### config.mk
export PLATFORM = sky130hd
export DESIGN_NAME = scan_chain_master_flat
export DESIGN_NICKNAME = d
export VERILOG_FILES = /design/src/rtl/scan_chain_master_if.sv /design/src/rtl/scan_chain_master.sv /design/src/flat_wrapper.sv
export SDC_FILE = /design/constraint.sdc
export NUM_CORES = 1
export LEC_CHECK = 0
export CAP_MARGIN = 20
export CORE_MARGIN = 2
export CORE_UTILIZATION = 66
export CTS_CLUSTER_SIZE = 10
export DETAILED_ROUTE_END_ITERATION = 7
export GPL_TIMING_DRIVEN = 0
export PLACE_DENSITY = 0.86
export SLEW_MARGIN = 20
export SYNTH_ARGS = -nofsm -noshare
export SYNTH_HDL_FRONTEND = slang
export SYNTH_SLANG_ARGS = --single-unit
### constraint.sdc
create_clock -name clk_in -period 16.7 [get_ports clk_in]
set_input_delay 5.01 -clock clk_in [delete_from_list [all_inputs] [get_ports clk_in]]
set_output_delay 5.01 -clock clk_in [all_outputs]
set_load 0.01 [all_outputs]
### src/rtl/scan_chain_master_if.sv
// Host-side register/command interface of scan_chain_master.
// The master modport drives it and the slave modport (the controller) answers.
interface scan_chain_master_if #(
    parameter int ADDR_W = 5
);
    logic              wr_en;
    logic [ADDR_W-1:0] wr_addr;
    logic [7:0]        wr_data;
    logic [ADDR_W-1:0] rd_addr;
    logic [7:0]        rd_data;
    logic              cmd_valid;
    logic              cmd_ready;
    logic              cmd_op;
    logic [7:0]        cmd_cycles;
    logic              done;

    modport master (
        output wr_en, wr_addr, wr_data, rd_addr, cmd_valid, cmd_op, cmd_cycles,
        input  rd_data, cmd_ready, done
    );

    modport slave (
        input  wr_en, wr_addr, wr_data, rd_addr, cmd_valid, cmd_op, cmd_cycles,
        output rd_data, cmd_ready, done
    );
endinterface

### src/rtl/scan_chain_master.sv
// Scan chain master: swaps a host-written chain image with the core's scan chain
// and optionally runs the core for N cycles (RUN op built only with SCAN_MASTER_RUN_EN).
module scan_chain_master #(
    parameter int CHAIN_LEN = 168,
    parameter int ADDR_W    = 5
) (
    input  logic                 clk_in,
    input  logic                 rst_in,
    scan_chain_master_if.slave   host,
    output logic                 scan_enable_n_out,
    output logic                 proc_en_n_out,
    output logic                 scan_in_out,
    input  logic                 scan_out_in
);

    localparam int NBYTES = (CHAIN_LEN + 7) / 8;
    localparam int PAD_W  = NBYTES * 8;
`ifdef SCAN_MASTER_RUN_EN
    localparam int CNT_W  = ($clog2(CHAIN_LEN) > 8) ? $clog2(CHAIN_LEN) : 8;
    typedef enum logic [1:0] {ST_IDLE, ST_SHIFT, ST_RUN} state_t;
`else
    localparam int CNT_W  = $clog2(CHAIN_LEN);
    typedef enum logic {ST_IDLE, ST_SHIFT} state_t;
`endif

    state_t               state_q, state_d;
    logic [CNT_W-1:0]     cnt_q, cnt_d;
    logic [CHAIN_LEN-1:0] image_q, image_d;
    logic                 done_q, done_d;
    logic [PAD_W-1:0]     wr_image;
    logic [PAD_W-1:0]     rd_image;

`ifndef SCAN_MASTER_RUN_EN
    logic unused_cycles;
    assign unused_cycles = ^host.cmd_cycles;
`endif

    // NOTE: every signal written here gets a default first, so no path leaves it
    // unassigned and no latch is inferred.
    always_comb begin
        state_d  = state_q;
        cnt_d    = cnt_q;
        image_d  = image_q;
        done_d   = 1'b0;
        wr_image = PAD_W'(image_q);

        case (state_q)
            ST_IDLE: begin
                // The write is merged before a same-cycle SWAP starts, so the new byte shifts out.
                if (host.wr_en) begin
                    for (int i = 0; i < NBYTES; i++) begin
                        if (host.wr_addr == ADDR_W'(i)) wr_image[8*i +: 8] = host.wr_data;
                    end
                end
                image_d = wr_image[CHAIN_LEN-1:0];
                if (host.cmd_valid) begin
                    if (!host.cmd_op) begin
                        state_d = ST_SHIFT;
                        cnt_d   = CNT_W'(CHAIN_LEN - 1);
                    end else begin
`ifdef SCAN_MASTER_RUN_EN
                        if (host.cmd_cycles != 8'd0) begin
                            state_d = ST_RUN;
                            cnt_d   = CNT_W'(host.cmd_cycles - 8'd1);
                        end else begin
                            done_d  = 1'b1;
                        end
`else
                        done_d = 1'b1;
`endif
                    end
                end
            end
            ST_SHIFT: begin
                image_d = {image_q[CHAIN_LEN-2:0], scan_out_in};
                cnt_d   = cnt_q - CNT_W'(1);
                if (cnt_q == '0) begin
                    state_d = ST_IDLE;
                    cnt_d   = '0;
                    done_d  = 1'b1;
                end
            end
`ifdef SCAN_MASTER_RUN_EN
            ST_RUN: begin
                cnt_d = cnt_q - CNT_W'(1);
                if (cnt_q == '0) begin
                    state_d = ST_IDLE;
                    cnt_d   = '0;
                    done_d  = 1'b1;
                end
            end
`endif
            default: state_d = ST_IDLE;
        endcase
    end

    // NOTE: state registers use non-blocking assignments so every flop samples
    // pre-edge values, matching the core that shares this clock.
    always_ff @(posedge clk_in or posedge rst_in) begin
        if (rst_in) begin
            state_q <= ST_IDLE;
            cnt_q   <= '0;
            // NOTE: the image is a flop array rather than a RAM, so it can and
            // must be cleared by reset (no stale chain contents after an abort).
            image_q <= '0;
            done_q  <= 1'b0;
        end else begin
            state_q <= state_d;
            cnt_q   <= cnt_d;
            image_q <= image_d;
            done_q  <= done_d;
        end
    end

    always_comb begin
        rd_image     = PAD_W'(image_q);
        host.rd_data = 8'h00;
        for (int i = 0; i < NBYTES; i++) begin
            if (host.rd_addr == ADDR_W'(i)) host.rd_data = rd_image[8*i +: 8];
        end
    end

    assign host.cmd_ready    = (state_q == ST_IDLE);
    assign host.done         = done_q;
    assign scan_enable_n_out = (state_q != ST_SHIFT);
`ifdef SCAN_MASTER_RUN_EN
    assign proc_en_n_out     = (state_q != ST_RUN);
`else
    assign proc_en_n_out     = 1'b1;
`endif
    assign scan_in_out       = image_q[CHAIN_LEN-1];

endmodule
### src/flat_wrapper.sv
// flat-port wrapper written by rule: the top's interface ports become plain ports
module scan_chain_master_flat 
#(
    parameter int CHAIN_LEN = 168,
    parameter int ADDR_W    = 5
)
  (clk_in, rst_in, scan_enable_n_out, proc_en_n_out, scan_in_out, scan_out_in, host_wr_en, host_wr_addr, host_wr_data, host_rd_addr, host_cmd_valid, host_cmd_op, host_cmd_cycles, host_rd_data, host_cmd_ready, host_done);
  scan_chain_master_if #(.ADDR_W(ADDR_W)) host_i ();
  input  logic clk_in;
  input  logic rst_in;
  output logic scan_enable_n_out;
  output logic proc_en_n_out;
  output logic scan_in_out;
  input  logic scan_out_in;
  input wire logic [$bits(host_i.wr_en)-1:0] host_wr_en;
  input wire logic [$bits(host_i.wr_addr)-1:0] host_wr_addr;
  input wire logic [$bits(host_i.wr_data)-1:0] host_wr_data;
  input wire logic [$bits(host_i.rd_addr)-1:0] host_rd_addr;
  input wire logic [$bits(host_i.cmd_valid)-1:0] host_cmd_valid;
  input wire logic [$bits(host_i.cmd_op)-1:0] host_cmd_op;
  input wire logic [$bits(host_i.cmd_cycles)-1:0] host_cmd_cycles;
  output wire logic [$bits(host_i.rd_data)-1:0] host_rd_data;
  output wire logic [$bits(host_i.cmd_ready)-1:0] host_cmd_ready;
  output wire logic [$bits(host_i.done)-1:0] host_done;
  assign host_i.wr_en = host_wr_en;
  assign host_i.wr_addr = host_wr_addr;
  assign host_i.wr_data = host_wr_data;
  assign host_i.rd_addr = host_rd_addr;
  assign host_i.cmd_valid = host_cmd_valid;
  assign host_i.cmd_op = host_cmd_op;
  assign host_i.cmd_cycles = host_cmd_cycles;
  assign host_rd_data = host_i.rd_data;
  assign host_cmd_ready = host_i.cmd_ready;
  assign host_done = host_i.done;
  scan_chain_master #(.CHAIN_LEN(CHAIN_LEN), .ADDR_W(ADDR_W)) u_core (.clk_in(clk_in), .rst_in(rst_in), .host(host_i), .scan_enable_n_out(scan_enable_n_out), .proc_en_n_out(proc_en_n_out), .scan_in_out(scan_in_out), .scan_out_in(scan_out_in));
endmodule
==> metrics.log <==
[metrics] via count of the first global-routing pass: ~10000
[metrics] accumulated negative setup slack: 0 ps
[metrics] fillcell total: between 1000 and 1500
[metrics] WL final: 41600 um
[metrics] R2R depth: 5
[metrics] final clock period utilization by the worst path: around 80%
[metrics] count of vias placed by the detailed router: roughly 10000
[metrics] number of buffers inserted by post-CTS setup repair: 0
[metrics] Total Power Consumption: roughly 0.97 mW
[metrics] Setup violations, final: 0
[metrics] worst setup slack for register-to-register paths: approximately 14000 ps
[metrics] TritonCTS clock tree: done
[metrics] total of flip-flops plus latches after synthesis: 178
[metrics] post-detailed-route count of antenna-violating nets: 0
[metrics] Reg-to-Reg Start: u_core.state_q
[metrics] area added between synthesis and finish: 11.76%
[metrics] Worst R2R End: u_core.image_q[140]
[metrics] number of synthesized flops with an enable pin: 0
[metrics] top post-synthesis cells by area: sky130_fd_sc_hd__dfrtp_1 (43%), sky130_fd_sc_hd__mux2i_1 (15%), sky130_fd_sc_hd__nand2_1 (8.2%)
[metrics] global-route wire length before repair: between 60000 and 70000 um
[metrics] Critical Path Fanout Max: 10
[metrics] height of the die: ~130 um
[metrics] syn_nets: about 1200
[metrics] CTS clock-pin slew for the worst setup and hold paths: about 70 ps
[metrics] Hold Buf Count CTS: 0
[metrics] net count reported at finish: about 1200
[metrics] endpoint of the most critical setup path: host_rd_data[6]
[metrics] Residual DRC: 0
[metrics] gpl congestion: roughly 1.1
[metrics] pin count of the biggest net entering global routing: 108
[metrics] average detailed-routed wire length per instance: 29.36 um
[metrics] slew of the pin with the lowest slew margin: between 1000 and 1500 ps
[metrics] count of buffers inserted at the top-level ports: 32
[metrics] Remaining Overflow, GRT: 0
[metrics] maximum root-to-sink buffer count: 2
[metrics] asr flop ratio synth: 100.0%
[metrics] path type of the worst setup path: in -> out
[metrics] library cell used as clock root buffer: sky130_fd_sc_hd__clkbuf_16
[metrics] number of instances in the synthesized netlist: ~1100
[metrics] n_diodes: 0
[metrics] Post-Place Setup Slack: approximately 3700 ps
[metrics] horizontal extent of the die: approximately 130 um
[metrics] worst min-delay path category: reg -> reg
[metrics] netlist area before placement: 10350 um2
[metrics] Hold Violations, Final: 0
[metrics] insertion delay to the later sink of the worst-skew pair: around 450 ps
[metrics] achievable clock frequency: between 70 and 80 MHz
[metrics] Critical Path Source: host_rd_addr[3]
[metrics] Post-CTS Resized: 0
[metrics] Clock Sink Count: 178
[metrics] leak pwr: roughly 5.5 nW
[metrics] vias per cell: between 7 and 8
[metrics] Setup crit end kind: output port
[metrics] normalized max-slew margin: around 18%
[metrics] most common library cell in the layout ignoring fill and taps: sky130_fd_sc_hd__nand2_1
[metrics] layout cell share with drive strength beyond 1: 9.287%
[metrics] result of the run: completed
[metrics] violation count after the first detailed-route iteration: about 1800
[metrics] post-synthesis average cell area: 9.073 um2
[metrics] power density of the placed cells: approximately 84 nW/um2
[metrics] max-capacitance violation count: 0
[metrics] crit path setup slack, layout: around 3600 ps
[metrics] number of H-tree branching levels: 4
[metrics] total iterations of the first detailed-routing run: 7
[metrics] die area: roughly 17000 um2
[metrics] highest-count cells in the layout ignoring fill and taps: sky130_fd_sc_hd__nand2_1 (225), sky130_fd_sc_hd__dfrtp_1 (178), sky130_fd_sc_hd__mux2i_1 (157)
[metrics] initial standard-cell utilization of the core: 67.85%
[metrics] cell type with the largest total area after synthesis: sky130_fd_sc_hd__dfrtp_1
[metrics] Yosys top cell area share: 43.03%
[metrics] count of different cell masters after synthesis: 71
[metrics] antenna violations before repair: 0
[metrics] data arrival time at the worst-slack endpoint: just over 8000 ps
[metrics] HPWL after detailed placement: 28900 um
[metrics] pins over their slew limit: 0
[metrics] core area: between 15000 and 20000 um2
[metrics] maximum resistive drop on vdd: 0.07866 mV
[metrics] RSZ-0062 raised after global routing: no
[metrics] overall fraction of global-route tracks in use: between 50% and 60%
[metrics] critical path launch point type: input port
[metrics] count of boundary I/O pins: 45
[metrics] post-route minimum period: 13100 ps
[metrics] Primary FF master, synth: sky130_fd_sc_hd__dfrtp_1
[metrics] TritonCTS Buffers: 17
[metrics] data required time at the worst endpoint: about 12000 ps
[metrics] skew final: about 10 ps
[metrics] part of the Yosys area used for sequential elements: 43.03%
[metrics] worst hold margin: just under 500 ps
[metrics] Synth warnings: 0
[metrics] number of placement rows: between 40 and 50
==> kinds of logic (layout without fill, tap and decap cells) <==
group | Yosys count | in the layout | synth area share, %
AND/OR/NAND/NOR | 361 | 361 | 16.17
other | 1 | 1 | 0.03622
adder cells (fa/ha/maj) | 2 | 2 | 0.2417
multiplexers | 172 | 172 | 17.68
flip-flops | 178 | 178 | 43.03
AO/OA/AOI/OAI | 323 | 323 | 18.20
buffers and inverters | 104 | 169 | 4.641
==> layout make-up <==
cell class | count | area, um2 | area share (%)
Buffer | 93 | 439.2 | 3.796
Clock buffer | 19 | 452.9 | 3.915
Clock inverter | 13 | 140.1 | 1.211
Inverter | 11 | 48.80 | 0.4218
Multi-Input combinational cell | 859 | 5423 | 46.87
Sequential cell | 178 | 4454 | 38.50
Tap cell | 211 | 264.0 | 2.282
Timing Repair Buffer | 33 | 347.8 | 3.006
==> power by group <==
part           switching [mW]  total (mW)  internal [mW]
registers             0.00732       0.445          0.437
logic                  0.0742       0.111         0.0367
clock network           0.199       0.418          0.219
==> sequential cells by signal, summed over array words and instances (netlist names) <==
signal	flops
u_core.state_q	1
u_core.host.done	1
u_core.cnt_q	8
u_core.image_q	168
==> Yosys cell counts (2+ instances only) <==
cell type / instances
sky130_fd_sc_hd__o211a_1: 2
sky130_fd_sc_hd__mux2_2: 7
sky130_fd_sc_hd__a22oi_1: 28
sky130_fd_sc_hd__o21ai_0: 145
sky130_fd_sc_hd__o221ai_1: 2
sky130_fd_sc_hd__buf_2: 18
sky130_fd_sc_hd__clkbuf_1: 59
sky130_fd_sc_hd__and3_1: 6
sky130_fd_sc_hd__nor2_2: 2
sky130_fd_sc_hd__buf_4: 12
sky130_fd_sc_hd__nor2b_1: 13
sky130_fd_sc_hd__nand4_1: 2
sky130_fd_sc_hd__nand3b_1: 2
sky130_fd_sc_hd__nand2_1: 225
sky130_fd_sc_hd__a22o_1: 4
sky130_fd_sc_hd__nor4_1: 4
sky130_fd_sc_hd__o211ai_1: 2
sky130_fd_sc_hd__a31oi_1: 3
sky130_fd_sc_hd__dfrtp_1: 178
sky130_fd_sc_hd__nand2b_1: 11
sky130_fd_sc_hd__mux4_2: 8
sky130_fd_sc_hd__nor3b_1: 3
sky130_fd_sc_hd__or3_1: 5
sky130_fd_sc_hd__o31ai_1: 4
sky130_fd_sc_hd__a21o_1: 3
sky130_fd_sc_hd__nand2_2: 11
sky130_fd_sc_hd__a21oi_1: 46
sky130_fd_sc_hd__o21ai_1: 43
sky130_fd_sc_hd__o21a_1: 4
sky130_fd_sc_hd__o22a_1: 2
sky130_fd_sc_hd__nor3_1: 13
sky130_fd_sc_hd__mux2i_1: 157
sky130_fd_sc_hd__ha_1: 2
sky130_fd_sc_hd__nand3_1: 12
sky130_fd_sc_hd__buf_6: 3
sky130_fd_sc_hd__a221oi_2: 2
sky130_fd_sc_hd__a221oi_1: 4
sky130_fd_sc_hd__a211oi_1: 3
sky130_fd_sc_hd__nor2_1: 37
sky130_fd_sc_hd__o32ai_1: 3
sky130_fd_sc_hd__o22ai_1: 9
sky130_fd_sc_hd__a21oi_2: 3
sky130_fd_sc_hd__o41ai_1: 2
sky130_fd_sc_hd__inv_1: 10
==> critical path: stages <==
cell	delay, ps
sky130_fd_sc_hd__clkdlybuf4s50_1	550
sky130_fd_sc_hd__buf_2	290
sky130_fd_sc_hd__nand3b_1	340
sky130_fd_sc_hd__nor2_1	520
sky130_fd_sc_hd__a22oi_1	170
sky130_fd_sc_hd__a21oi_1	230
sky130_fd_sc_hd__a21oi_1	80
sky130_fd_sc_hd__o22ai_1	280
sky130_fd_sc_hd__clkdlybuf4s50_1	610
==> worst min path at each step <==
stage	depth (start not counted)	startpoint	to
2_1_floorplan	1	u_core.cnt_q[6]	u_core.cnt_q[6]
3_3_place_gp	1	u_core.cnt_q[6]	u_core.cnt_q[6]
3_5_place_dp	1	u_core.cnt_q[6]	u_core.cnt_q[6]
4_1_cts	1	u_core.cnt_q[6]	u_core.cnt_q[6]
5_1_grt	1	u_core.cnt_q[6]	u_core.cnt_q[6]
6_report	1	u_core.cnt_q[6]	u_core.cnt_q[6]
==> layer usage <==
layer	vias to the layer above	global-route usage [%]	part of all wire [%]
li1	4163	-	-
met1	4912	64.31	34
met2	971	74.12	42
met3	297	16.43	14
met4	0	37.40	9.2
met5	-	0	0
==> per-stage QoR <==
stage                     instance area [um2]  std cells  utilization (%)
after global placement                  10940       1384            71.68
after detailed placement                10970       1385            71.91
after CTS                               11560       1417            75.79
after floorplan                         10350       1141                -
final                                   11570       1417            75.83
after global routing                    11570       1417            75.83
Power figures use the tool's default switching activity.
